### config.mk
export PLATFORM = sky130hd
export DESIGN_NAME = isr_flat
export DESIGN_NICKNAME = d
export VERILOG_FILES = /design/src/rtl/isr_pkg.sv /design/src/rtl/isr_if.sv /design/src/rtl/isr_ack_edge.sv /design/src/rtl/isr.sv /design/src/flat_wrapper.sv
export SDC_FILE = /design/constraint.sdc
export NUM_CORES = 1
export LEC_CHECK = 0
export ABC_AREA = 1
export CORE_MARGIN = 8
export CORE_UTILIZATION = 44
export CTS_CLUSTER_SIZE = 12
export DETAILED_ROUTE_END_ITERATION = 8
export PLACE_DENSITY = 0.84
export SETUP_SLACK_MARGIN = 0.4
export SYNTH_ARGS = -nofsm -noshare
export SYNTH_HDL_FRONTEND = slang
export SYNTH_SLANG_ARGS = --single-unit
### constraint.sdc
create_clock -name clk -period 2.14 [get_ports clk]
set_clock_uncertainty 0.2 [all_clocks]
set_input_delay 0.214 -clock clk [delete_from_list [all_inputs] [get_ports clk]]
set_output_delay 0.214 -clock clk [all_outputs]
set_load 0.01 [all_outputs]
### src/rtl/isr_pkg.sv
`default_nettype none
// ============================================================================
//  Module      : isr_pkg
//  Description : Shared definitions for the in-service register block:
//                OCW2 command bit positions, the last-serviced reset value
//                and a 3-bit level to one-hot byte converter.
//  Revision    : 1.0  initial release
// ============================================================================
package isr_pkg;

    // Bit positions inside the OCW2 {R, SL, EOI} command field
    localparam int OCW2_EOI = 0;
    localparam int OCW2_SL  = 1;
    localparam int OCW2_R   = 2;

    // IR7 marked as last serviced so IR0 starts with the highest priority
    localparam logic [7:0] LAST_SERVICED_RESET = 8'b1000_0000;

    function automatic logic [7:0] level_to_onehot(input logic [2:0] level);
        return 8'b0000_0001 << level;
    endfunction

endpackage
`default_nettype wire

### src/rtl/isr_if.sv
`default_nettype none
// ============================================================================
//  Module      : isr_if
//  Description : Signal bundle between the control logic / priority resolver
//                (master) and the in-service register block (slave).
//                  mode                       AEOI (1) or normal EOI (0)
//                  modes_of_end_of_interrupt  OCW2 {R, SL, EOI}
//                  interrupt_special_mask     special-mask level mask
//                  highest_priority_interrupt one-hot granted level
//                  acknowledge                INTA level
//                  end_of_interrupt           one-hot level for non-specific EOI
//                  specific_level_clear       level for specific EOI (8-15 invalid)
//                  in_service_register        registered in-service bits
//                  last_serviced              registered one-hot last level
//  Revision    : 1.0  initial release
// ============================================================================
interface isr_if;

    logic       mode;
    logic [2:0] modes_of_end_of_interrupt;
    logic [7:0] interrupt_special_mask;
    logic [7:0] highest_priority_interrupt;
    logic       acknowledge;
    logic [7:0] end_of_interrupt;
    logic [3:0] specific_level_clear;
    logic [7:0] in_service_register;
    logic [7:0] last_serviced;

    modport master (
        output mode,
        output modes_of_end_of_interrupt,
        output interrupt_special_mask,
        output highest_priority_interrupt,
        output acknowledge,
        output end_of_interrupt,
        output specific_level_clear,
        input  in_service_register,
        input  last_serviced
    );

    modport slave (
        input  mode,
        input  modes_of_end_of_interrupt,
        input  interrupt_special_mask,
        input  highest_priority_interrupt,
        input  acknowledge,
        input  end_of_interrupt,
        input  specific_level_clear,
        output in_service_register,
        output last_serviced
    );

endinterface
`default_nettype wire

### src/rtl/isr_ack_edge.sv
`default_nettype none
// ============================================================================
//  Module      : isr_ack_edge
//  Description : Registers the acknowledge level and produces single-cycle
//                rising / falling edge strobes from it.
//                  clk, reset        clock, synchronous active-high reset
//                  i_acknowledge     INTA level
//                  o_ack_rise        acknowledge high, was low last cycle
//                  o_ack_fall        acknowledge low, was high last cycle
//  Revision    : 1.0  initial release
// ============================================================================
module isr_ack_edge (
    input  wire logic clk,
    input  wire logic reset,
    input  wire logic i_acknowledge,
    output logic      o_ack_rise,
    output logic      o_ack_fall
);

    logic r_ack_q;

    // Cleared by reset, so an acknowledge still held after reset is seen
    // as a fresh rising edge.
    always_ff @(posedge clk) begin
        if (reset) begin
            r_ack_q <= 1'b0;
        end else begin
            r_ack_q <= i_acknowledge;
        end
    end

    assign o_ack_rise = i_acknowledge  & ~r_ack_q;
    assign o_ack_fall = ~i_acknowledge &  r_ack_q;

endmodule
`default_nettype wire

### src/rtl/isr.sv
`default_nettype none
// ============================================================================
//  Module      : isr
//  Description : In-service register of an 8259A-compatible interrupt
//                controller. Records the granted level on each acknowledge,
//                clears levels on automatic, non-specific or specific EOI and
//                tracks the last serviced level used for priority rotation.
//                  clk    system clock
//                  reset  synchronous active-high reset
//                  bus    isr_if slave modport (inputs and registered outputs)
//                Build option: ISR_SPECIAL_MASK_EN -- when defined,
//                non-specific EOI skips levels set in interrupt_special_mask.
//  Revision    : 1.0  initial release
// ============================================================================
module isr
    import isr_pkg::*;
(
    input  wire logic clk,
    input  wire logic reset,
    isr_if.slave      bus
);

    logic       w_ack_rise;
    logic       w_ack_fall;
    logic       w_cmd_live;
    logic [7:0] w_set;
    logic [7:0] w_aeoi_clr;
    logic [7:0] w_eoi_mask;
    logic [7:0] w_eoi_clr;
    logic [7:0] w_isr_next;
    logic [7:0] w_rot_cleared;

    logic [7:0] r_isr;
    logic [7:0] r_last;
    logic [7:0] r_aeoi_level;

    isr_ack_edge u_ack_edge (
        .clk           (clk),
        .reset         (reset),
        .i_acknowledge (bus.acknowledge),
        .o_ack_rise    (w_ack_rise),
        .o_ack_fall    (w_ack_fall)
    );

    always_comb begin
        w_cmd_live = bus.modes_of_end_of_interrupt[OCW2_EOI];
        w_set      = w_ack_rise ? bus.highest_priority_interrupt : 8'h00;
        // AEOI retires exactly the level latched at the matching rising edge
        w_aeoi_clr = (bus.mode && w_ack_fall) ? r_aeoi_level : 8'h00;

`ifdef ISR_SPECIAL_MASK_EN
        w_eoi_mask = ~bus.interrupt_special_mask;
`else
        w_eoi_mask = 8'hFF;
`endif

        w_eoi_clr = 8'h00;
        if (w_cmd_live) begin
            if (!bus.modes_of_end_of_interrupt[OCW2_SL]) begin
                w_eoi_clr = bus.end_of_interrupt & w_eoi_mask;
            end else if (!bus.specific_level_clear[3]) begin
                w_eoi_clr = level_to_onehot(bus.specific_level_clear[2:0]);
            end
        end

        // Set is applied after clear so a same-bit collision keeps the bit
        w_isr_next = (r_isr & ~(w_aeoi_clr | w_eoi_clr)) | w_set;

        // Only a bit that was actually in service and not re-set this cycle
        // counts as cleared for rotation.
        w_rot_cleared = 8'h00;
        if (w_cmd_live && bus.modes_of_end_of_interrupt[OCW2_R]) begin
            w_rot_cleared = w_eoi_clr & r_isr & ~w_set;
        end
    end

    always_ff @(posedge clk) begin
        if (reset) begin
            r_isr        <= 8'h00;
            r_last       <= LAST_SERVICED_RESET;
            r_aeoi_level <= 8'h00;
        end else begin
            r_isr <= w_isr_next;
            if (w_ack_rise) begin
                r_aeoi_level <= bus.highest_priority_interrupt;
            end
            // Acknowledge update takes precedence over rotate-on-EOI
            if (w_ack_rise && (|bus.highest_priority_interrupt)) begin
                r_last <= bus.highest_priority_interrupt;
            end else if (|w_rot_cleared) begin
                r_last <= w_rot_cleared;
            end
        end
    end

    assign bus.in_service_register = r_isr;
    assign bus.last_serviced       = r_last;

endmodule
`default_nettype wire

### src/flat_wrapper.sv
// flat-port wrapper written by rule: the top's interface ports become plain ports
module isr_flat import isr_pkg::*;
  (clk, reset, bus_mode, bus_modes_of_end_of_interrupt, bus_interrupt_special_mask, bus_highest_priority_interrupt, bus_acknowledge, bus_end_of_interrupt, bus_specific_level_clear, bus_in_service_register, bus_last_serviced);
  isr_if bus_i ();
  input  wire logic clk;
  input  wire logic reset;
  input wire logic [$bits(bus_i.mode)-1:0] bus_mode;
  input wire logic [$bits(bus_i.modes_of_end_of_interrupt)-1:0] bus_modes_of_end_of_interrupt;
  input wire logic [$bits(bus_i.interrupt_special_mask)-1:0] bus_interrupt_special_mask;
  input wire logic [$bits(bus_i.highest_priority_interrupt)-1:0] bus_highest_priority_interrupt;
  input wire logic [$bits(bus_i.acknowledge)-1:0] bus_acknowledge;
  input wire logic [$bits(bus_i.end_of_interrupt)-1:0] bus_end_of_interrupt;
  input wire logic [$bits(bus_i.specific_level_clear)-1:0] bus_specific_level_clear;
  output wire logic [$bits(bus_i.in_service_register)-1:0] bus_in_service_register;
  output wire logic [$bits(bus_i.last_serviced)-1:0] bus_last_serviced;
  assign bus_i.mode = bus_mode;
  assign bus_i.modes_of_end_of_interrupt = bus_modes_of_end_of_interrupt;
  assign bus_i.interrupt_special_mask = bus_interrupt_special_mask;
  assign bus_i.highest_priority_interrupt = bus_highest_priority_interrupt;
  assign bus_i.acknowledge = bus_acknowledge;
  assign bus_i.end_of_interrupt = bus_end_of_interrupt;
  assign bus_i.specific_level_clear = bus_specific_level_clear;
  assign bus_in_service_register = bus_i.in_service_register;
  assign bus_last_serviced = bus_i.last_serviced;
  isr u_core (.clk(clk), .reset(reset), .bus(bus_i));
endmodule
# Yosys cells after proc, flatten, opt, wreduce, memory -nomap -nowiden
# Cells that the tools add are included.
# word_totals
romBits	0
in_bits	35
ram_bits	0
output_inout_bits	16
memories	0
latch_bits	0
ff_bits	25
word_cells	30
# op_classes
div_mod_pow	0
add_sub_neg	0
eq_ne	0
n_reduce_logical	6
bitwise	11
n_mul	0
shifts	1
n_lt_le_gt_ge	0
n_mux	8
# op_table
op	n
$mux W8	8
$and A8 B8 Y8	3
$not A8 Y8	2
$or A8 B8 Y8	2
$reduce_or A8 Y1	2
$shl A1 B3 Y8 const A	1
$logic_and A1 B1 Y1	3
$and A1 B1 Y1	2
$not A1 Y1	2
$reduce_bool A2 Y1	1

# Logic depth before layout (Yosys ltp)
# depth
depth_word	10
depth_mapped	13
ltp_nobuf	12

# By module
# Synthesis repeated with hierarchy kept, for this count alone.
# hier_totals
hier_cells	219
area_unflattened_um2	1445.1
# modules_own_cells
mod	seq_area_each_um2	area_per_inst_um2	n_inst	cells_each
isr	480.5	1406.3	1	213
isr_ack_edge	20.0	38.8	1	6

# Least setup slack after synthesis
# Ideal clock, no wire load.
# synth_path
path_type	input -> register
from	in bus_modes_of_end_of_interrupt[0]
to	reg u_core.r_last[0], in the netlist u_core.bus.last_serviced[0]
arrival_ns	1.270
path_stages	12
slack_ns	0.557
n_path_buf	2
required_ns	1.827
setup_time_ns	0.113
cell_sequence	buf_2 -> nand2_2 -> inv_1 -> nand3_1 -> clkinv_1 -> nand2_1 -> nand2_2 -> nor2_4 -> nand3_4 -> buf_6 -> nor2_1 -> nor2_1
# synth_between
elab_chain_len	6
elab_cells_between_ends	9
cone_classes	mux (4); bitwise (2); reduce/logical (3)
# synth_lines
item	line	text
start, declared	flat_wrapper.sv:8	input wire logic [$bits(bus_i.modes_of_end_of_interrupt)-1:0] bus_modes_of_end_of_interrupt;
$mux W8	isr.sv:58	if (w_cmd_live) begin
$and A8 B8 Y8 (2 in a row)	isr.sv:73	w_rot_cleared = w_eoi_clr & r_isr & ~w_set;
$mux W8 (*)	isr.sv:72	if (w_cmd_live && bus.modes_of_end_of_interrupt[OCW2_R]) begin
$reduce_or A8 Y1 / $mux W8 (equally long branches)	isr.sv:90	end else if (|w_rot_cleared) begin
$reduce_bool A2 Y1 (no line) / $mux W8 (equally long branches)	--	
end signal, assigned	isr.sv:89	r_last <= bus.highest_priority_interrupt;
end signal, assigned	isr.sv:91	r_last <= w_rot_cleared;
end, declared	isr.sv:34	logic [7:0] r_last;
# Every way passes the cells marked *; elsewhere a longest branch is shown, timed or not. The select of a mux whose other input is x is not followed.
# A chain may end at the register's enable or synchronous reset.

# Worst setup path after layout
# layout_path
from	reg u_core.r_last[4], in the netlist u_core.bus.last_serviced[4]
to	out bus_last_serviced[4]
# layout_rtl
item	line	text
end, declared	flat_wrapper.sv:15	output wire logic [$bits(bus_i.last_serviced)-1:0] bus_last_serviced;
# No word-level cell between the ends.

==> impl_metrics.ini <==
[place]
place.gp.congestion = 0.882
port_buffers = 42
detailed_place_hpwl_um = 3110

[setup_path]
timing.critical_path.cells = clkdlybuf4s50_1
cpMaxStageDelayCell = sky130_fd_sc_hd__clkdlybuf4s50_1
critPathMaxStageDelay_ns = 0.56
setup.worst_path.start_class = register
critPathMaxFanout = 2
setup.worst_path.class = reg -> out
path_buf_inv = 1
timing.critical_path.max_delay_family = buffers and inverters
endpoint_kind_of_the_worst_setup_timing_path = primary output
cp_data_arrival_time_ns = 1.25
critical_path_required_ns = 1.73

[clocking]
number_of_buffers_between_clock_root_and_the_deepest_sink = 2
postCtsHoldBufs = 0
tritoncts = yes
worst_setup_hold_path_clk_slew_ns = 0.14
clk_root_buffer_cell = sky130_fd_sc_hd__clkbuf_4
ctsHtreeMaxLevel = 1
worst_skew_pair_later_pin_latency_ns = 0.33
clock_sinks = 25
tritoncts.num_buffers = 3

[yosys]
synth-edff-count = 0
synth.yosys.warnings = 0
synth.avg_cell_area_um2 = 6.11
post_synthesis_sequential_element_count = 25
ys.flop_type = sky130_fd_sc_hd__dfxtp_1
synth_cell_type_count = 19
synthesis.area_um2 = 1430
ys_seq_area_share_pct = 35.0
netlist_instances = 234
mappedNetlistNets = 269
post_synth_arst_share_pct = 0

[detailed_routing]
route.antenna.remaining_nets = 0
dr.first_iter.drc_count = 71
vias_per_cell = 4.86
drc_errors = 0
route.final.wire_length_um = 4020
wire_per_inst_um = 12.1
routed-via-count = 1610
detailedRoute.firstPassIterationCount = 4

[run_status]
outcome = complete, no violations

[final_layout]
finish.net_count = 323
mostFrequentLayoutCell = sky130_fd_sc_hd__nand2_1
flow.area_growth_from_synthesis_pct = 45.4
post_route_cells_drive_above_1_share_pct = 17.8
filler_cell_count = 277
layout_common_cells = sky130_fd_sc_hd__nand2_1, sky130_fd_sc_hd__clkdlybuf4s50_1, sky130_fd_sc_hd__nor2_1
antenna_cells_inserted = 0

[power_and_ir_drop]
post-layout-total-power_uw = 1030
vdd_drop_max_uv = 348
power_leakage_uw = 0.000980
powerDensity_nw_per_um2 = 494

[global_routing]
first_global_vias = 1445
grtUsageTotal_pct = 15.1
grt_first_pass_wirelength_um = 6350
number_of_antenna_violations_at_the_first_check_in_global_routing = 0
grt_overflow_total = 0
grt_max_degree = 15

[sta]
setup_tns_after_final_layout_ns = 0
layout_worst_path_cycle_share_pct = 77.9
timing.fmax_mhz = 600
finalHoldViolations = 0
post-route-min-period_ns = 1.67
worst_slew_pin_slew_ns = 0.294
rsz0062_at_grt = true
max-slew-margin-rel_pct = 80.4
final-max-slew-violation-count = 0
setup_viol_count_final = 0

[floorplanning]
fp.coreArea_um2 = 3080
num_rows = 20
io-pin-count = 51
full_die_area_um2 = 5330
start_util_pct = 46.5
die-height_um = 73.0
fp.dieW_um = 73.0

[min_path]
worst_hold_path_type = in -> reg

[run]
max-cap-violations = 0
layout make-up:
| class | instances | area [um^2] | share of cell area (%) |
|---|---|---|---|
| multi-input cells | 179 | 888 | 42.7 |
| flip-flops and latches | 25 | 507 | 24.4 |
| repair buffers | 53 | 500 | 24.1 |
| inverters | 26 | 103 | 4.93 |
| well taps | 44 | 55.1 | 2.65 |
| clock buffers | 4 | 26.3 | 1.26 |
logic make-up after synthesis:
family / after synthesis / synth area share (%)
AOI/OAI and AO/OA: 18 / 6.30
buffers and inverters: 31 / 8.84
DFF: 25 / 35.0
and+or+nand+nor: 160 / 49.9
power breakdown:
group	switching [uW]	leakage, uW	internal [uW]
registers	19.9	0.000208	499
logic	146	0.000758	146
clock network	144	0.0000150	73.2
state kept, by name, summed over array words and instances, names as in the netlist:
signal,cells
u_core.bus.in_service_register,8
u_core.bus.last_serviced,8
u_core.r_aeoi_level,8
u_core.u_ack_edge.r_ack_q,1
worst paths after layout:
kind         cells past startpoint                   startpoint  slack [ns]                     endpoint
max                              1  u_core.bus.last_serviced[4]        0.47         bus_last_serviced[4]
min                              3              bus_acknowledge        0.05    u_core.u_ack_edge.r_ack_q
max reg2reg                     11    u_core.u_ack_edge.r_ack_q        0.50  u_core.bus.last_serviced[0]
min reg2reg                      2  u_core.bus.last_serviced[7]        0.27  u_core.bus.last_serviced[7]
metal layers:
layer  GRT usage [%]  up-vias  routed length [um]
met4            8.67        0                 109
met1            17.7      708                1810
met3            4.67        9                 299
li1                -      840                   -
met5               0        -                   0
met2            23.6       53                1800
what timing repair did:
action                     CTS  global route
buffers inserted             0             1
pin swaps                    0             5
setup endpoints to repair    8            11
gates resized for setup      1            29
gates cloned                 0             1
stage by stage:
stage / util, % / hold WS (ns) / area (um^2) / cells / worst slack [ns]
6_report: 67.6 / 0.0490 / 2080 / 331 / 0.474
2_1_floorplan: - / 0.139 / 1430 / 234 / 0.557
3_5_place_dp: 63.4 / 0.251 / 1950 / 325 / -0.0473
5_1_grt: 67.6 / 0.0329 / 2080 / 331 / 0.370
4_1_cts: 64.2 / 0.173 / 1980 / 329 / 0.404
3_3_place_gp: 63.4 / 0.248 / 1950 / 325 / -0.00744
cells in the mapped netlist (2+ instances only):
master	number	area share [%]
sky130_fd_sc_hd__a21oi_1	17	5.9
sky130_fd_sc_hd__buf_2	2	0.70
sky130_fd_sc_hd__clkbuf_1	2	0.53
sky130_fd_sc_hd__dfxtp_1	25	35
sky130_fd_sc_hd__inv_1	20	5.2
sky130_fd_sc_hd__inv_2	5	1.3
sky130_fd_sc_hd__nand2_1	92	24
sky130_fd_sc_hd__nand2_2	8	3.5
sky130_fd_sc_hd__nand3_1	19	6.6
sky130_fd_sc_hd__nand3b_1	8	4.2
sky130_fd_sc_hd__nor2_1	26	6.8
sky130_fd_sc_hd__nor2_4	2	1.6
sky130_fd_sc_hd__nor4_1	2	0.87
Power figures use the tool's default switching activity.
